==> config.mk <==
export PLATFORM = sky130hd
export DESIGN_NAME = cascade_mod_counter
export DESIGN_NICKNAME = d
export VERILOG_FILES = /design/src/rtl/cascade_mod_counter.sv
export SDC_FILE = /design/constraint.sdc
export NUM_CORES = 1
export LEC_CHECK = 0
export ABC_CLOCK_PERIOD_IN_PS = 3900
export CORE_UTILIZATION = 50
export DETAILED_ROUTE_END_ITERATION = 8
export GPL_TIMING_DRIVEN = 0
export HOLD_SLACK_MARGIN = 0.08
export PLACE_DENSITY = 0.79
export SYNTH_ARGS = -nofsm -noshare
export SYNTH_HDL_FRONTEND = slang
export SYNTH_SLANG_ARGS = --single-unit
==> constraint.sdc <==
create_clock -name clk -period 3.9 [get_ports clk]
set_clock_uncertainty 0.2 [all_clocks]
set_input_delay 0.78 -clock clk [delete_from_list [all_inputs] [get_ports clk]]
set_output_delay 0.78 -clock clk [all_outputs]
set_load 0.02 [all_outputs]
==> src/rtl/cascade_mod_counter.sv <==
// Cascaded modulo-RADIX up/down counter with clamped parallel load, wrap tick and zero flag.
// Optional enable prescaler is compiled in when PRESCALER_EN is defined.
module cascade_mod_counter #(
    parameter int DIGITS   = 4,
    parameter int RADIX    = 10,
    parameter int W        = 4,
    parameter int PRESCALE = 50000000,
    parameter int PW       = 26
) (
    input  logic                clk,
    input  logic                reset,
    input  logic                en,
    input  logic                up,
    input  logic                load,
    input  logic [DIGITS*W-1:0] load_val,
    output logic [DIGITS*W-1:0] count,
    output logic                tick,
    output logic                zero
);

    localparam int CW = DIGITS * W;
    localparam logic [W-1:0] MAX_DIGIT = W'(RADIX - 1);

    logic [CW-1:0] count_q, count_d;
    logic          tick_q, tick_d;
    logic          step;
    logic [W-1:0]  dig;
    logic          chain;

`ifdef PRESCALER_EN
    logic [PW-1:0] presc_q, presc_d;

    assign step = en && (presc_q == PW'(PRESCALE - 1));
`else
    logic unused_cfg;

    assign step       = en;
    assign unused_cfg = ^{32'(PRESCALE), 32'(PW)};
`endif

    always_comb begin
        count_d = count_q;
        tick_d  = 1'b0;
        dig     = '0;
        chain   = 1'b1;
`ifdef PRESCALER_EN
        presc_d = presc_q;
`endif
        if (load) begin
            for (int i = 0; i < DIGITS; i++) begin
                dig = load_val[i*W +: W];
                count_d[i*W +: W] = (dig > MAX_DIGIT) ? MAX_DIGIT : dig;
            end
`ifdef PRESCALER_EN
            presc_d = '0;
`endif
        end else if (step) begin
            // chain stays high while every lower digit sits at its wrap value
            for (int i = 0; i < DIGITS; i++) begin
                dig = count_q[i*W +: W];
                if (chain) begin
                    if (up) begin
                        count_d[i*W +: W] = (dig == MAX_DIGIT) ? '0 : dig + W'(1);
                    end else begin
                        count_d[i*W +: W] = (dig == '0) ? MAX_DIGIT : dig - W'(1);
                    end
                end
                chain = chain & (up ? (dig == MAX_DIGIT) : (dig == '0));
            end
            tick_d = chain;
`ifdef PRESCALER_EN
            presc_d = '0;
`endif
        end else if (en) begin
`ifdef PRESCALER_EN
            presc_d = presc_q + PW'(1);
`endif
        end
    end

    always_ff @(posedge clk) begin
        if (reset) begin
            count_q <= '0;
            tick_q  <= 1'b0;
`ifdef PRESCALER_EN
            presc_q <= '0;
`endif
        end else begin
            count_q <= count_d;
            tick_q  <= tick_d;
`ifdef PRESCALER_EN
            presc_q <= presc_d;
`endif
        end
    end

    assign count = count_q;
    assign tick  = tick_q;
    assign zero  = (count_q == '0);

endmodule

==> results.py, run 1 <==
metrics = {
    "cts": {
        "cts.sinks": 17,
        "post_cts_buffers": 0,
        "cts_buffers": 3,
        "cts_root_buf": "clkbuf_4",
        "cts.repair.resized": 0,
        "clk_latency_ns": 0.30,
        "cts_hold_buf": 0,
        "cts_tree": "built",
        "cts-htree-levels": 1,
        "clockBufferDepth": 2,
        "clk_pin_slew_ns": 0.11,
    },
    "timing": {
        "worst_slew_pin_slew_ns": 0.498,
        "final.setup.tns_ns": 0,
        "fmax_ghz": 0.302,
        "period_share": 0.848,
        "setup_viol": 0,
        "whs_ns": 0.435,
        "hold_viol": 0,
        "min_period_ns": 3.31,
        "drv_slew": 0,
        "rsz0062_at_grt": "no",
        "relSlewSlack": 0.665,
    },
    "die": {
        "fp.dieArea_um2": 3170,
        "io_pins": 39,
        "die_h_um": 56.3,
        "rows": 19,
        "die_width_um": 56.3,
        "core_um2": 2780,
        "initial_utilization": 0.530,
    },
    "finish": {
        "syn_to_final_growth_pct": 28.8,
        "post-route-util": 0.683,
        "final_area_um2": 1900,
        "antenna_cells": 0,
        "drive_above_1_share": 0.0905,
        "fin_nets": 265,
        "n_fill_cell": 241,
    },
    "logic_synthesis": {
        "synth_ff_type": "dfxtp_1",
        "yosysUniqueCellTypes": 56,
        "synthTopCellsByArea": "dfxtp_1 23%, o21ai_0 6.8%, nor2_1 5.3%, a21oi_1 4.7%, nand2b_1 3.0%",
        "avgSynthCellArea_um2": 7.27,
        "synth_edf_count": 0,
        "async_flop_share": 0,
        "synth_seq_area_share": 0.231,
        "ys_seq_elements": 17,
        "yosys.area.top_type": "dfxtp_1",
        "synthesis.area_um2": 1480,
        "synthCells": 203,
        "yosysMostFrequentCell": "nor2_1",
        "yosys_warnings": 0,
        "synth_nets": 224,
        "synthTopCellsByCount": "21 x nor2_1, 20 x o21ai_0, 17 x dfxtp_1",
        "yosysTopAreaCellShare": 0.231,
    },
    "worst_setup_path": {
        "startpoint": "count[12]$_SDFFE_PP0P_",
        "crit_path_top_delay_cell": "clkdlybuf4s50_1",
        "r2r_end": "count[11]$_SDFFE_PP0P_",
        "cp_cell_sequence": "clkbuf_1, or2_2, nor4b_1, clkdlybuf4s50_1",
        "crit_arrival_ns": 2.33,
        "r2r_setup_slack_ns": 1.69,
        "r2r_start": "count[0]$_SDFFE_PP0P_",
        "cp_slowest_stage_delay_ns": 0.69,
        "worst-r2r-cell-count": 6,
        "cp.required_ns": 2.92,
        "worstSetupEndpointType": "output port",
        "cp_max_fo": 10,
        "worstSetupPathType": "register to output port",
        "setup.worst_path.start_class": "register",
        "cp-endpoint": "zero",
    },
    "route": {
        "initialDrtViolationCount": 71,
        "drtAntennaViolNets": 0,
        "drc_errors": 0,
        "num_vias": 1686,
        "avgRoutedWirePerCell_um": 14.0,
        "drt_wl_total_mm": 3.84,
        "first_pass_iters": 4,
        "vias_per_cell": 6.15,
    },
    "placement": {
        "io_buffers": 36,
        "dpl_cell_area_um2": 1870,
        "hpwl_mm": 2.86,
        "globalplace.congestion": 0.819,
    },
    "global_route": {
        "grt_pass1_wl_mm": 6.50,
        "grt_pass1_vias": 1548,
        "overflow": 0,
        "grt_max_degree": 11,
        "grt.total_usage": 0.251,
        "antenna_found_initial": 0,
    },
    "power": {
        "power_w": 0.000487,
        "p_leak_nw": 0.683,
        "vdd_drop_max_mv": 0.174,
        "power_density_nw_per_um2": 256,
    },
    "job": {
        "max_cap_viol_count": 0,
    },
    "hold_path": {
        "hold_class": "register to register",
        "whs_path_depth": 1,
    },
    "outcome": {
        "status": "finished, final reports clean",
    },
}
==> per-stage QoR <==
step	std cells	worst slack, ns
global route	274	0.535
CTS	274	0.643
floorplan	203	1.25
detailed placement	270	0.985
global placement	270	1.04
finish	274	0.592
==> how the worst min path moves through the flow <==
stage / to / slack [ns] / startpoint
global route: count[11]$_SDFFE_PP0P_ / 0.44 / count[11]$_SDFFE_PP0P_
floorplan: count[11]$_SDFFE_PP0P_ / 0.46 / count[11]$_SDFFE_PP0P_
global placement: count[11]$_SDFFE_PP0P_ / 0.40 / count[11]$_SDFFE_PP0P_
detailed placement: count[11]$_SDFFE_PP0P_ / 0.41 / count[11]$_SDFFE_PP0P_
finish: count[11]$_SDFFE_PP0P_ / 0.43 / count[11]$_SDFFE_PP0P_
CTS: count[11]$_SDFFE_PP0P_ / 0.43 / count[11]$_SDFFE_PP0P_
==> cell usage in the layout (no fill, tap or decap), types with 3 or more instances in the layout <==
cell type	n
clkbuf_1	10
nor4_1	5
xor2_1	3
inv_1	9
nor2b_1	3
nand2_1	10
a31oi_1	3
dfxtp_1	17
buf_2	4
nor2_1	21
xnor2_1	5
a221oi_1	4
nand3b_1	5
mux2i_1	3
nand2b_1	7
nor3_1	4
a21oi_1	14
o21ai_0	20
clkdlybuf4s50_1	36
buf_4	3
nand3_1	8
clkbuf_4	3
==> critical path, delay by kind of cell (launching register included) <==
kind / cells / cell delay [ns]
flops: 1 / 0.33
buf+inv: 2 / 0.92
simple gates: 2 / 0.79
==> per-layer routing <==
metal / GRT usage / up-vias / part of all wire
li1: - / 831 / -
met5: 0 / - / 0
met4: 0.122 / 0 / 0.014
met2: 0.410 / 66 / 0.49
met1: 0.329 / 781 / 0.44
met3: 0.0300 / 8 / 0.053
==> report_power, final <==
group          internal (W)  switching (W)
combinational     0.0000888      0.0000995
sequential         0.000185     0.00000991
clock             0.0000398      0.0000639
total              0.000313       0.000173
==> flip-flops by register name, indices dropped and copies added (netlist names) <==
register	cells
count	16
tick	1
==> layout make-up <==
class,instances,area (um^2),share of cell area
timing repair buffer,36,360,0.190
sequential,17,340,0.179
buffer,19,96.3,0.0507
tap,31,38.8,0.0204
inverter,9,33.8,0.0178
clock buffer,4,26.3,0.0138
multi-input combinational,158,1000,0.529
==> cell families after synthesis <==
logic type,synth area share
muxes,0.0356
and+or+nand+nor,0.296
buffers and inverters,0.0882
DFF,0.231
xor gates and xnor gates,0.0475
AOI/OAI and AO/OA,0.302
Note: power is estimated with default switching activity, not from simulation.
==> run 2: changes to the inputs <==
==> config.mk (replaced) <==
export PLATFORM = sky130hd
export DESIGN_NAME = cascade_mod_counter
export DESIGN_NICKNAME = d
export VERILOG_FILES = /design/src/rtl/cascade_mod_counter.sv
export SDC_FILE = /design/constraint.sdc
export NUM_CORES = 1
export LEC_CHECK = 0
export ABC_CLOCK_PERIOD_IN_PS = 3100
export CORE_UTILIZATION = 49
export DETAILED_ROUTE_END_ITERATION = 8
export GPL_TIMING_DRIVEN = 0
export HOLD_SLACK_MARGIN = 0.08
export PLACE_DENSITY = 0.78
export SYNTH_ARGS = -nofsm -noshare
export SYNTH_HDL_FRONTEND = slang
export SYNTH_SLANG_ARGS = --single-unit
==> constraint.sdc (replaced) <==
create_clock -name clk -period 3.1 [get_ports clk]
set_clock_uncertainty 0.2 [all_clocks]
set_input_delay 0.62 -clock clk [delete_from_list [all_inputs] [get_ports clk]]
set_output_delay 0.62 -clock clk [all_outputs]
set_load 0.02 [all_outputs]
==> results.py, run 2 (synthesized netlist as in run 1, its figures left out) <==
metrics = {
    "global_route": {
        "grt_pass1_wl_mm": 6.56,
        "overflow": 0,
        "grt_max_degree": 11,
        "antenna_found_initial": 0,
        "grt.total_usage": 0.255,
        "grt_pass1_vias": 1534,
    },
    "power": {
        "seqPwrFrac": 0.399,
        "swShare": 0.357,
        "power_frac_comb": 0.388,
        "power_density_nw_per_um2": 322,
        "vdd_drop_max_mv": 0.240,
        "p_leak_nw": 0.701,
        "clock_power_share": 0.214,
        "switchingPower_w": 0.000219,
        "intPower_w": 0.000394,
    },
    "die": {
        "initial_utilization": 0.526,
        "core_um2": 2810,
        "die_width_um": 56.9,
        "die_h_um": 56.9,
        "rows": 19,
        "io_pins": 39,
        "fp.dieArea_um2": 3230,
    },
    "timing": {
        "drv_slew": 0,
        "final.setup.tns_ns": 0,
        "rsz0062_at_grt": "no",
        "worst_slew_pin_slew_ns": 0.525,
        "period_share": 0.837,
        "fmax_ghz": 0.385,
        "hold_viol": 0,
        "setup_viol": 0,
        "min_period_ns": 2.59,
        "relSlewSlack": 0.647,
    },
    "cts": {
        "post_cts_buffers": 0,
        "cts_tree": "built",
        "cts-htree-levels": 1,
        "clockBufferDepth": 2,
        "cts_hold_buf": 0,
        "cts_root_buf": "clkbuf_4",
        "clk_latency_ns": 0.31,
        "cts_buffers": 3,
        "clk_pin_slew_ns": 0.11,
        "cts.sinks": 17,
    },
    "route": {
        "first_pass_iters": 6,
        "initialDrtViolationCount": 68,
        "vias_per_cell": 6.16,
        "drc_errors": 2,
        "drt_wl_total_mm": 3.91,
        "avgRoutedWirePerCell_um": 14.3,
        "num_vias": 1688,
        "drtAntennaViolNets": 0,
    },
    "finish": {
        "antenna_cells": 0,
        "drive_above_1_share": 0.0905,
        "largest_reg_flops": 16,
        "syn_to_final_growth_pct": 29.0,
        "post-route-util": 0.678,
        "layout_commonest_cell": "clkdlybuf4s50_1",
        "n_fill_cell": 256,
        "fin_nets": 265,
        "final_cell_mix": "35 x clkdlybuf4s50_1, 21 x nor2_1, 20 x o21ai_0",
    },
    "worst_setup_path": {
        "worstSetupPathType": "register to output port",
        "worstSetupEndpointType": "output port",
        "setup.worst_path.start_class": "register",
        "r2r_start": "count[2]$_SDFFE_PP0P_",
        "cp.required_ns": 2.28,
        "crit_arrival_ns": 1.77,
        "cp_max_fo": 10,
        "r2r_setup_slack_ns": 0.90,
        "r2r_end": "count[11]$_SDFFE_PP0P_",
        "worst-r2r-cell-count": 6,
    },
    "placement": {
        "hpwl_mm": 2.90,
        "io_buffers": 36,
        "globalplace.congestion": 0.898,
    },
    "hold_path": {
        "min_to": "count[11]$_SDFFE_PP0P_",
        "hp-start": "count[11]$_SDFFE_PP0P_",
        "hold_class": "register to register",
        "whs_path_depth": 1,
    },
    "outcome": {
        "violations": "DRC",
        "status": "complete, but fails checks",
    },
    "job": {
        "max_cap_viol_count": 0,
    },
}
==> run 2: cell count changes in the layout (fill, tap and decap cells not counted) <==
cell,previous run,this run
clkdlybuf4s50_1,36,35
dlymetal6s2s_1,0,1
==> run 2: worst max-delay path: stages (launching register included) <==
cell	delay, ns
dfxtp_1	0.33
clkbuf_1	0.21
or2_2	0.36
nor4b_1	0.30
dlymetal6s2s_1	0.28
==> run 2: power groups by stage <==
stage               Sequential, W  Clock (W)  Combinational, W
floorplan                0.000265          0          0.000136
global placement         0.000249          0          0.000228
detailed placement       0.000249          0          0.000235
CTS                      0.000245   0.000134          0.000236
global route             0.000247   0.000140          0.000260
finish                   0.000244   0.000131          0.000238
==> run 2: area by class of cell <==
cell class / count / area, um^2 / share of cell area
timing repair buffer: 36 / 363 / 0.191
sequential: 17 / 340 / 0.179
buffer: 19 / 96.3 / 0.0506
clock buffer: 4 / 26.3 / 0.0138
multi-input combinational: 158 / 1000 / 0.528
tap: 31 / 38.8 / 0.0204
inverter: 9 / 33.8 / 0.0178
==> run 2: metrics by stage <==
| step | instances | hold slack [ns] | total power (W) | setup WS (ns) | area [um^2] |
|---|---|---|---|---|---|
| 2_1_floorplan | 203 | 0.459 | 0.000400 | 0.613 | 1480 |
| 3_5_place_dp | 270 | 0.416 | 0.000484 | 0.456 | 1870 |
| 4_1_cts | 274 | 0.436 | 0.000615 | 0.100 | 1900 |
| 5_1_grt | 274 | 0.462 | 0.000646 | 0.354 | 1900 |
| 3_3_place_gp | 270 | 0.403 | 0.000477 | 0.397 | 1870 |
| 6_report | 274 | 0.436 | 0.000613 | 0.505 | 1900 |
==> run 2: worst max path at each step <==
stage | start | end | slack (ns) | cells past startpoint
2_1_floorplan | count[12]$_SDFFE_PP0P_ | zero | 0.61 | 3
3_3_place_gp | count[12]$_SDFFE_PP0P_ | zero | 0.40 | 4
3_5_place_dp | count[12]$_SDFFE_PP0P_ | zero | 0.46 | 4
4_1_cts | count[12]$_SDFFE_PP0P_ | zero | 0.10 | 4
5_1_grt | count[12]$_SDFFE_PP0P_ | zero | 0.35 | 4
6_report | count[12]$_SDFFE_PP0P_ | zero | 0.51 | 4
==> run 2: what timing repair did <==
item,in CTS,in global routing
gates resized for setup,0,1
hold endpoints to repair,0,0
endpoints found under the setup margin,0,1
==> run 2: routing by layer <==
metal / track usage / vias to the layer above / part of all wire
li1: - / 826 / -
met1: 0.326 / 785 / 0.45
met2: 0.410 / 66 / 0.48
met3: 0.0346 / 11 / 0.054
met4: 0.146 / 0 / 0.023
met5: 0 / - / 0
